<file path="config.mk">
export PLATFORM = sky130hd
export DESIGN_NAME = fetch_unit
export DESIGN_NICKNAME = d
export VERILOG_FILES = /design/src/rtl/fetch_unit.sv
export SDC_FILE = /design/constraint.sdc
export NUM_CORES = 1
export LEC_CHECK = 0
export CORE_MARGIN = 1
export CORE_UTILIZATION = 43
export DETAILED_ROUTE_END_ITERATION = 16
export PLACE_DENSITY = 0.78
export SLEW_MARGIN = 0
export SYNTH_ARGS = -nofsm -noshare
export SYNTH_HDL_FRONTEND = slang
export SYNTH_SLANG_ARGS = --single-unit
</file>
<file path="constraint.sdc">
create_clock -name clk -period 2.84 [get_ports clk]
set_input_delay 0.284 -clock clk [delete_from_list [all_inputs] [get_ports clk]]
set_output_delay 0.284 -clock clk [all_outputs]
set_load 0.01 [all_outputs]
</file>
<file path="src/rtl/fetch_unit.sv">
// ---------------------------------------------------------------------------
// fetch_unit
//
// Instruction fetch stage feeding the decoder. Owns the program counter,
// issues one request at a time to a variable-latency instruction memory,
// holds the returned word for the decoder until it is consumed, then
// computes the next PC from the decoder's branch/jump outcome.
//
// State table:
//   state    | meaning
//   ---------+---------------------------------------------------------------
//   ST_FETCH | request outstanding at pc_o, waiting for imem_ack
//   ST_HOLD  | instr presented to decoder, waiting for instr_ready
//   ST_FAULT | a computed PC was misaligned; frozen until rst
//
// Ports:
//   clk, rst      clock, synchronous active-high reset
//   imem_req      fetch request (state decode gated by rst)
//   imem_addr     fetch address, always equal to pc_o
//   imem_ack      one-cycle response strobe, imem_rdata valid with it
//   imem_rdata    fetched instruction word
//   instr         registered instruction to the decoder
//   instr_valid   instr holds an unconsumed instruction
//   instr_ready   decoder consumes instr this cycle when instr_valid=1
//   pc_o          address of the current instruction
//   PCPlus4       pc_o + 4 for link writes
//   PCSrc         branch taken, target pc_o + Imm_i
//   JRetSrc       register-indirect jump, target (RD1_i + Imm_i) & ~1
//   Imm_i, RD1_i  immediate and rs1 operand from the decoder
//   misaligned    sticky fault flag
//   instret       consumed-instruction count, wraps
// ---------------------------------------------------------------------------
module fetch_unit #(
    parameter int                     DATA_WIDTH = 32,
    parameter logic [DATA_WIDTH-1:0]  RESET_PC   = '0
) (
    input  logic                  clk,
    input  logic                  rst,
    output logic                  imem_req,
    output logic [DATA_WIDTH-1:0] imem_addr,
    input  logic                  imem_ack,
    input  logic [DATA_WIDTH-1:0] imem_rdata,
    output logic [DATA_WIDTH-1:0] instr,
    output logic                  instr_valid,
    input  logic                  instr_ready,
    output logic [DATA_WIDTH-1:0] pc_o,
    output logic [DATA_WIDTH-1:0] PCPlus4,
    input  logic                  PCSrc,
    input  logic                  JRetSrc,
    input  logic [DATA_WIDTH-1:0] Imm_i,
    input  logic [DATA_WIDTH-1:0] RD1_i,
    output logic                  misaligned,
    output logic [DATA_WIDTH-1:0] instret
);

    typedef enum logic [1:0] {
        ST_FETCH = 2'd0,
        ST_HOLD  = 2'd1,
        ST_FAULT = 2'd2
    } state_t;

    state_t                r_state;
    state_t                w_state_nxt;

    logic [DATA_WIDTH-1:0] r_pc;
    logic [DATA_WIDTH-1:0] r_instr;
    logic                  r_instr_valid;
    logic                  r_misaligned;
    logic [DATA_WIDTH-1:0] r_instret;

    logic                  w_fetch_done;
    logic                  w_consume;
    logic [DATA_WIDTH-1:0] w_pc_plus4;
    logic [DATA_WIDTH-1:0] w_br_target;
    logic [DATA_WIDTH-1:0] w_jr_sum;
    logic [DATA_WIDTH-1:0] w_jr_target;
    logic [DATA_WIDTH-1:0] w_next_pc;
    logic                  w_next_bad;
    logic                  w_req;

    // Handshake qualifiers. An ack outside ST_FETCH is simply not seen.
    assign w_fetch_done = (r_state == ST_FETCH) && imem_ack;
    assign w_consume    = (r_state == ST_HOLD) && instr_ready;

    // Next-PC candidates; all sums wrap at DATA_WIDTH bits.
    assign w_pc_plus4  = r_pc + DATA_WIDTH'(4);
    assign w_br_target = r_pc + Imm_i;
    assign w_jr_sum    = RD1_i + Imm_i;
    assign w_jr_target = {w_jr_sum[DATA_WIDTH-1:1], 1'b0};

    // Indirect jump wins over a taken branch when both are asserted.
    always_comb begin
        w_next_pc = w_pc_plus4;
        if (JRetSrc) begin
            w_next_pc = w_jr_target;
        end else if (PCSrc) begin
            w_next_pc = w_br_target;
        end
    end

    assign w_next_bad = |w_next_pc[1:0];

    // ------------------------------------------------------------------
    // State register
    // ------------------------------------------------------------------
    always_ff @(posedge clk) begin
        if (rst) begin
            r_state <= ST_FETCH;
        end else begin
            r_state <= w_state_nxt;
        end
    end

    // ------------------------------------------------------------------
    // Next-state logic
    // ------------------------------------------------------------------
    always_comb begin
        w_state_nxt = r_state;
        case (r_state)
            ST_FETCH: begin
                if (imem_ack) begin
                    w_state_nxt = ST_HOLD;
                end
            end
            ST_HOLD: begin
                if (instr_ready) begin
                    w_state_nxt = w_next_bad ? ST_FAULT : ST_FETCH;
                end
            end
            ST_FAULT: begin
                w_state_nxt = ST_FAULT;
            end
            default: begin
                w_state_nxt = ST_FETCH;
            end
        endcase
    end

    // ------------------------------------------------------------------
    // Output decode. The request depends only on the state register and
    // rst, so there is no combinational path from the memory side.
    // ------------------------------------------------------------------
    always_comb begin
        w_req = 1'b0;
        if (!rst && (r_state == ST_FETCH)) begin
            w_req = 1'b1;
        end
    end

    // ------------------------------------------------------------------
    // Datapath registers
    // ------------------------------------------------------------------
    always_ff @(posedge clk) begin
        if (rst) begin
            r_pc          <= RESET_PC;
            r_instr       <= '0;
            r_instr_valid <= 1'b0;
            r_misaligned  <= 1'b0;
            r_instret     <= '0;
        end else begin
            if (w_fetch_done) begin
                r_instr       <= imem_rdata;
                r_instr_valid <= 1'b1;
            end
            if (w_consume) begin
                r_instr_valid <= 1'b0;
                r_pc          <= w_next_pc;
                r_instret     <= r_instret + DATA_WIDTH'(1);
                // The bad PC is still committed so it can be inspected.
                if (w_next_bad) begin
                    r_misaligned <= 1'b1;
                end
            end
        end
    end

    assign imem_req    = w_req;
    assign imem_addr   = r_pc;
    assign instr       = r_instr;
    assign instr_valid = r_instr_valid;
    assign pc_o        = r_pc;
    assign PCPlus4     = w_pc_plus4;
    assign misaligned  = r_misaligned;
    assign instret     = r_instret;

endmodule

</file>
; ---- After elaboration in Yosys (flattened, before gate mapping)
; Index checks and enable logic that the tools add are counted.
[totals]
register_bits = 100
latch_bits = 0
ramBits = 0
rom_bits = 0
input_bits = 102
out_inout_bits = 163
wordCells = 30
n_memories = 0
[classes]
n_addsub = 4
multipliers = 0
n_div = 0
n_lt_le_gt_ge = 0
eq_ne = 4
n_shift = 0
n_mux = 7
bitwise = 0
reduce_logical = 9
[ops]
columns = operator, count
row1 = $add A32 B32 Y32, 2
row2 = $mux W32, 2
row3 = $add A32 B1 Y32 const B, 1
row4 = $add A32 B3 Y32 const B, 1
row5 = $mux W2, 3
row6 = $pmux W2 S3, 1
row7 = $ne A2 B2 Y1 const B, 2
row8 = $reduce_and A2 Y1, 2
row9 = $reduce_or A2 Y1, 2
row10 = $logic_and A1 B1 Y1, 3
row11 = $eq A2 B1 Y1 const B, 1
row12 = $eq A2 B2 Y1 const B, 1
row13 = $logic_not A2 Y1, 1
row14 = $logic_not A1 Y1, 1
row15 = $mux W1, 1

; ---- Longest topological paths before layout
; Gate-level depths: netlist of the first run.
[depth]
depth_word = 7
ltp_mapped = 11
ltp_nobuf = 11

; ---- Least setup slack after synthesis of the first run
; OpenSTA, ideal clock, no wires.
[synth_timing]
path_type = reg-to-reg
startpoint = register r_pc[0] (netlist: imem_addr[0])
endpoint = register r_pc[26] (netlist: imem_addr[26])
setup_ns = 0.117
t_arrival_ns = 2.739
setup_slack_ns = -0.016
stages_incl_launch_ff = 12
path_buffers = 0
synth_period_minus_slack_ns = 2.856
cell_sequence = dfxtp_1 -> ha_1 -> fa_1 -> a211o_1 -> a211oi_1 -> o21a_2 -> nor4b_1 -> o32a_1 -> a21oi_1 -> xor2_1 -> nand2_1 -> a32o_1
[synth_between]
elab_chain_cells = 3
[synth_lines]
columns = element, line
row1 = "start, declared", 65  ; logic [DATA_WIDTH-1:0] r_pc;
row2 = "start signal, assigned", 167  ; r_pc <= w_next_pc;
row3 = $add A32 B3 Y32 or $add A32 B32 Y32 (tied branches), "86, 87"
row4 = $mux W32 *, 96  ; end else if (PCSrc) begin
row5 = $mux W32 *, 94  ; if (JRetSrc) begin
; Every way passes the cells marked *; elsewhere a longest branch is shown, timed or not.
; A chain may end at the register's enable or synchronous reset.

; ---- Worst setup path in the final report of the first run
[layout_timing]
startpoint = input port Imm_i[4]
endpoint = register r_pc[25] (netlist: imem_addr[25])
[layout_between]
elab_chain_cells = 3
[layout_lines]
columns = element, line
row1 = "start, declared", 50  ; input logic [DATA_WIDTH-1:0] Imm_i,
row2 = $add A32 B32 Y32, 87  ; assign w_br_target = r_pc + Imm_i;
row3 = $mux W32, 96
row4 = $mux W32 *, 94
; Marks and branches as above.

==> results of run 1 <==
## state kept, by name (all words and copies together), names as in the netlist
signal and count:
imem_addr 32, instr 32, r_state 2, misaligned 1, instr_valid 1, instret 32
## layout make-up
type | instances | area [um^2] | share of cell area (%)
multi-input cells | 898 | 6125 | 47.70
clock inverters | 6 | 60.06 | 0.4677
clock buffers | 10 | 239.0 | 1.861
repair buffers | 446 | 4001 | 31.16
flip-flops and latches | 100 | 2008 | 15.64
well taps | 260 | 325.3 | 2.533
inverters | 22 | 82.58 | 0.6431
## tightest hold or removal path, stage by stage, from the launching register on
cell     delay, ps
dfxtp_1        310
inv_1           50
a21oi_1         50
## routing by layer
metal | vias up | global-route usage, % | share of wire (%)
li1 | 4663 | - | -
met1 | 4470 | 35.48 | 42
met2 | 382 | 50.56 | 47
met3 | 62 | 4.927 | 7.3
met4 | 0 | 13.47 | 3.7
met5 | - | 0 | 0
## synthesized netlist by cell type, types with 3 or more instances
cell / count / area [um^2]
a211oi_1: 29 / 217.7
a31oi_1: 9 / 56.30
nor2b_1: 4 / 25.02
xor2_1: 57 / 499.2
xnor2_1: 49 / 429.2
o21ai_1: 11 / 55.05
nor3_1: 26 / 130.1
nand4_1: 17 / 106.4
or2_2: 5 / 31.28
buf_4: 34 / 255.2
o21bai_1: 9 / 67.56
nand2b_1: 11 / 68.82
buf_2: 5 / 25.02
clkbuf_1: 43 / 161.4
and4_1: 3 / 26.28
ha_1: 63 / 788.3
mux2i_1: 11 / 110.1
or3_1: 7 / 43.79
dfxtp_1: 100 / 2002
o211ai_1: 7 / 52.55
a21o_1: 28 / 210.2
and3_1: 15 / 93.84
nor2_1: 103 / 386.6
a311oi_1: 6 / 52.55
o21ai_0: 40 / 200.2
nand3_1: 34 / 170.2
buf_1: 6 / 22.52
o221ai_1: 3 / 26.28
and2_1: 6 / 37.54
o21a_1: 6 / 45.04
o31ai_1: 3 / 22.52
a22o_1: 4 / 35.03
nand2_1: 160 / 600.6
a41oi_1: 4 / 35.03
inv_1: 21 / 78.83
a21oi_1: 110 / 550.5
## through the flow
| step | cell area [um^2] | total power, mW | setup WS (ps) |
|---|---|---|---|
| after global routing | 12840 | 4.754 | -74.27 |
| after CTS | 12610 | 4.488 | 0.7105 |
| after floorplan | 8377 | 2.417 | 23.38 |
| after detailed placement | 12200 | 3.207 | -503.4 |
| after global placement | 12200 | 3.189 | -451.1 |
| final | 12840 | 4.534 | -36.77 |
## layout by cell type, fill, tap and decap left out, types with 7 or more instances in the layout
| cell type | Yosys | routed |
|---|---|---|
| and3_1 | 15 | 14 |
| a21o_1 | 28 | 28 |
| a21oi_1 | 110 | 106 |
| a31oi_1 | 9 | 7 |
| dfxtp_1 | 100 | 95 |
| clkdlybuf4s50_1 | 0 | 249 |
| o211ai_1 | 7 | 7 |
| o21bai_1 | 9 | 9 |
| nand2b_1 | 11 | 11 |
| nor3_1 | 26 | 25 |
| ha_1 | 63 | 58 |
| inv_1 | 21 | 21 |
| nor2_1 | 103 | 97 |
| a211oi_1 | 29 | 26 |
| nand4_1 | 17 | 17 |
| o21ai_1 | 11 | 13 |
| or3_1 | 7 | 7 |
| nand3_1 | 34 | 33 |
| xor2_1 | 57 | 57 |
| xnor2_1 | 49 | 47 |
| buf_4 | 34 | 181 |
| nand2_1 | 160 | 160 |
| dlygate4sd2_1 | 0 | 7 |
| mux2i_1 | 11 | 11 |
| clkbuf_16 | 0 | 9 |
| o21ai_0 | 40 | 36 |
## final timing paths
kind              endpoint  slack, ps  cells past startpoint
min             misaligned        450                      2
min reg2reg     misaligned        450                      2
max reg2reg  imem_addr[26]         40                     11
max          imem_addr[25]        -40                     12
## power by group through the flow
stage | logic [mW] | clock network (mW) | registers, mW
3_3_place_gp | 1.65 | 0 | 1.54
3_5_place_dp | 1.67 | 0 | 1.54
4_1_cts | 1.69 | 1.29 | 1.51
6_report | 1.76 | 1.26 | 1.51
2_1_floorplan | 0.844 | 0 | 1.57
5_1_grt | 1.89 | 1.34 | 1.52
## kinds of logic (layout without fill, tap and decap cells)
kind of cell               Yosys count  after routing  synth area share [%]
AOI/OAI and AO/OA                  309            309                 24.68
muxes                               11             11                 1.315
adders and majority gates           65             65                 9.891
xor gates and xnor gates           106            106                 11.09
and+or+nand+nor                    407            407                 22.59
buffers and inverters              110            484                 6.529
DFF                                100            100                 23.91
## what timing repair did
action	CTS	global route
endpoints found under the setup margin	32	25
buffers inserted	3	2
gates cloned	0	0
hold buffers	0	0
pin swaps	6	25
resized for setup	29	48
==> out/results.ini, run 1 <==
[drt]
routed-via-count=9577
routed_via_density=5.498
ant_nets=0
wire_per_inst_um=17.52
drc=0
routed_wl_um=30520
firstDrtPassIters=8
drt_iter0_drc=617

[logic_synthesis]
yosysSeqAreaShare_pct=23.91
synth_edf_count=0
syn_area_mm2=0.008374
avgSynthCellArea_um2=7.558
ys_types=84
async_flop_share_pct=0
synth_nets=1275
synth-main-ff-cell=dfxtp_1
synthCells=1108
synth_seq_cells=100
yosys_warnings=0

[clock_network]
numClockSinks=100
root_buffer=clkbuf_16
cts_tree=done
cts.clk_slew.worst_paths_ps=80
cts_buffer_depth=2
cts_max_level=3
clock_latency_ps=360
cts_buffers=9

[outcome]
violations=negative setup slack
outcome=finished, violations left

[power_and_ir_drop]
power_frac_comb_pct=38.8
p_per_area_mw_per_mm2=353.1
peakVddDrop_mv=0.2347
p_int_mw=2.990
pwr-share-seq_pct=33.3
p_leak_nw=5.402
switching_share_pct=34.05
pwr-share-clk_pct=27.9
switchingPower_mw=1.544

[floorplan]
start_util_pct=44.32
coreArea_mm2=0.01889
die_x_um=141.6
fp.dieArea_mm2=0.02004
pin_count=265
die_y_um=141.6
num_rows=50

[sta]
finalCriticalPeriod_ps=2877
max_slew.worst_pin.slew_ps=691.1
whs_ps=453.4
fin_skew_ps=12.83
setup_slack_ps=-36.77
timing.final.crit_share_pct=101.3
final.setup.tns_ps=-36.77
slew_headroom_pct=53.92
hold_violations=0
setup_viol=1
fmax_mhz=347.6
grt_setup_unrepaired=yes
drv_slew=0

[critical_path]
worst-setup-path-type=in -> reg
cp_max_fo=3
startpoint=Imm_i[4]
critPathArrivalTime_ps=3140
cpPeakStageDelay_ps=440
crit_family=compound AO/OA/AOI/OAI gates
crit_buf_inv=3
cp.required_ps=3100
end_kind=flip-flop
slowest_stage=clkdlybuf4s50_1
start_kind=primary input
crit_chain=clkdlybuf4s50_1, ha_1, a2111o_1, buf_4, o2111ai_4, nand3b_1, o21ai_1, buf_4, o21ai_1, xor2_1, nand2_1, a311oi_2
r2r-start=imem_addr[0]

[flow_run]
cap_viol_max_count=0

[final_layout]
nets=1644
area_growth_pct=53.34
layout.cells.non_filler=1742
drive_gt1_share_pct=18.62
diodes=0
post-route-util_pct=67.97
fill_cells=1574

[placement]
io_buffers=264
hpwl_um=23420
gp_congestion=0.9237
placed_cells=1721

[global_route]
grt_pass1_vias=9177
overflow=0
gr-usage-all-layers_pct=29.28
antenna_found_initial=0
grt_pass1_wl_um=46200
grt_start_max_net_pins=51

[worst_hold_path]
hold_path.class=reg -> reg
min-delay-start=misaligned

Note: power is estimated with default switching activity, not from simulation.
==> run 2, diff against run 1 <==
- CTS_CLUSTER_DIAMETER: unset -> 150
- CTS_CLUSTER_SIZE: unset -> 8
==> results of run 2 <==
Final layout, timing and power as in run 1 (identical DEF).
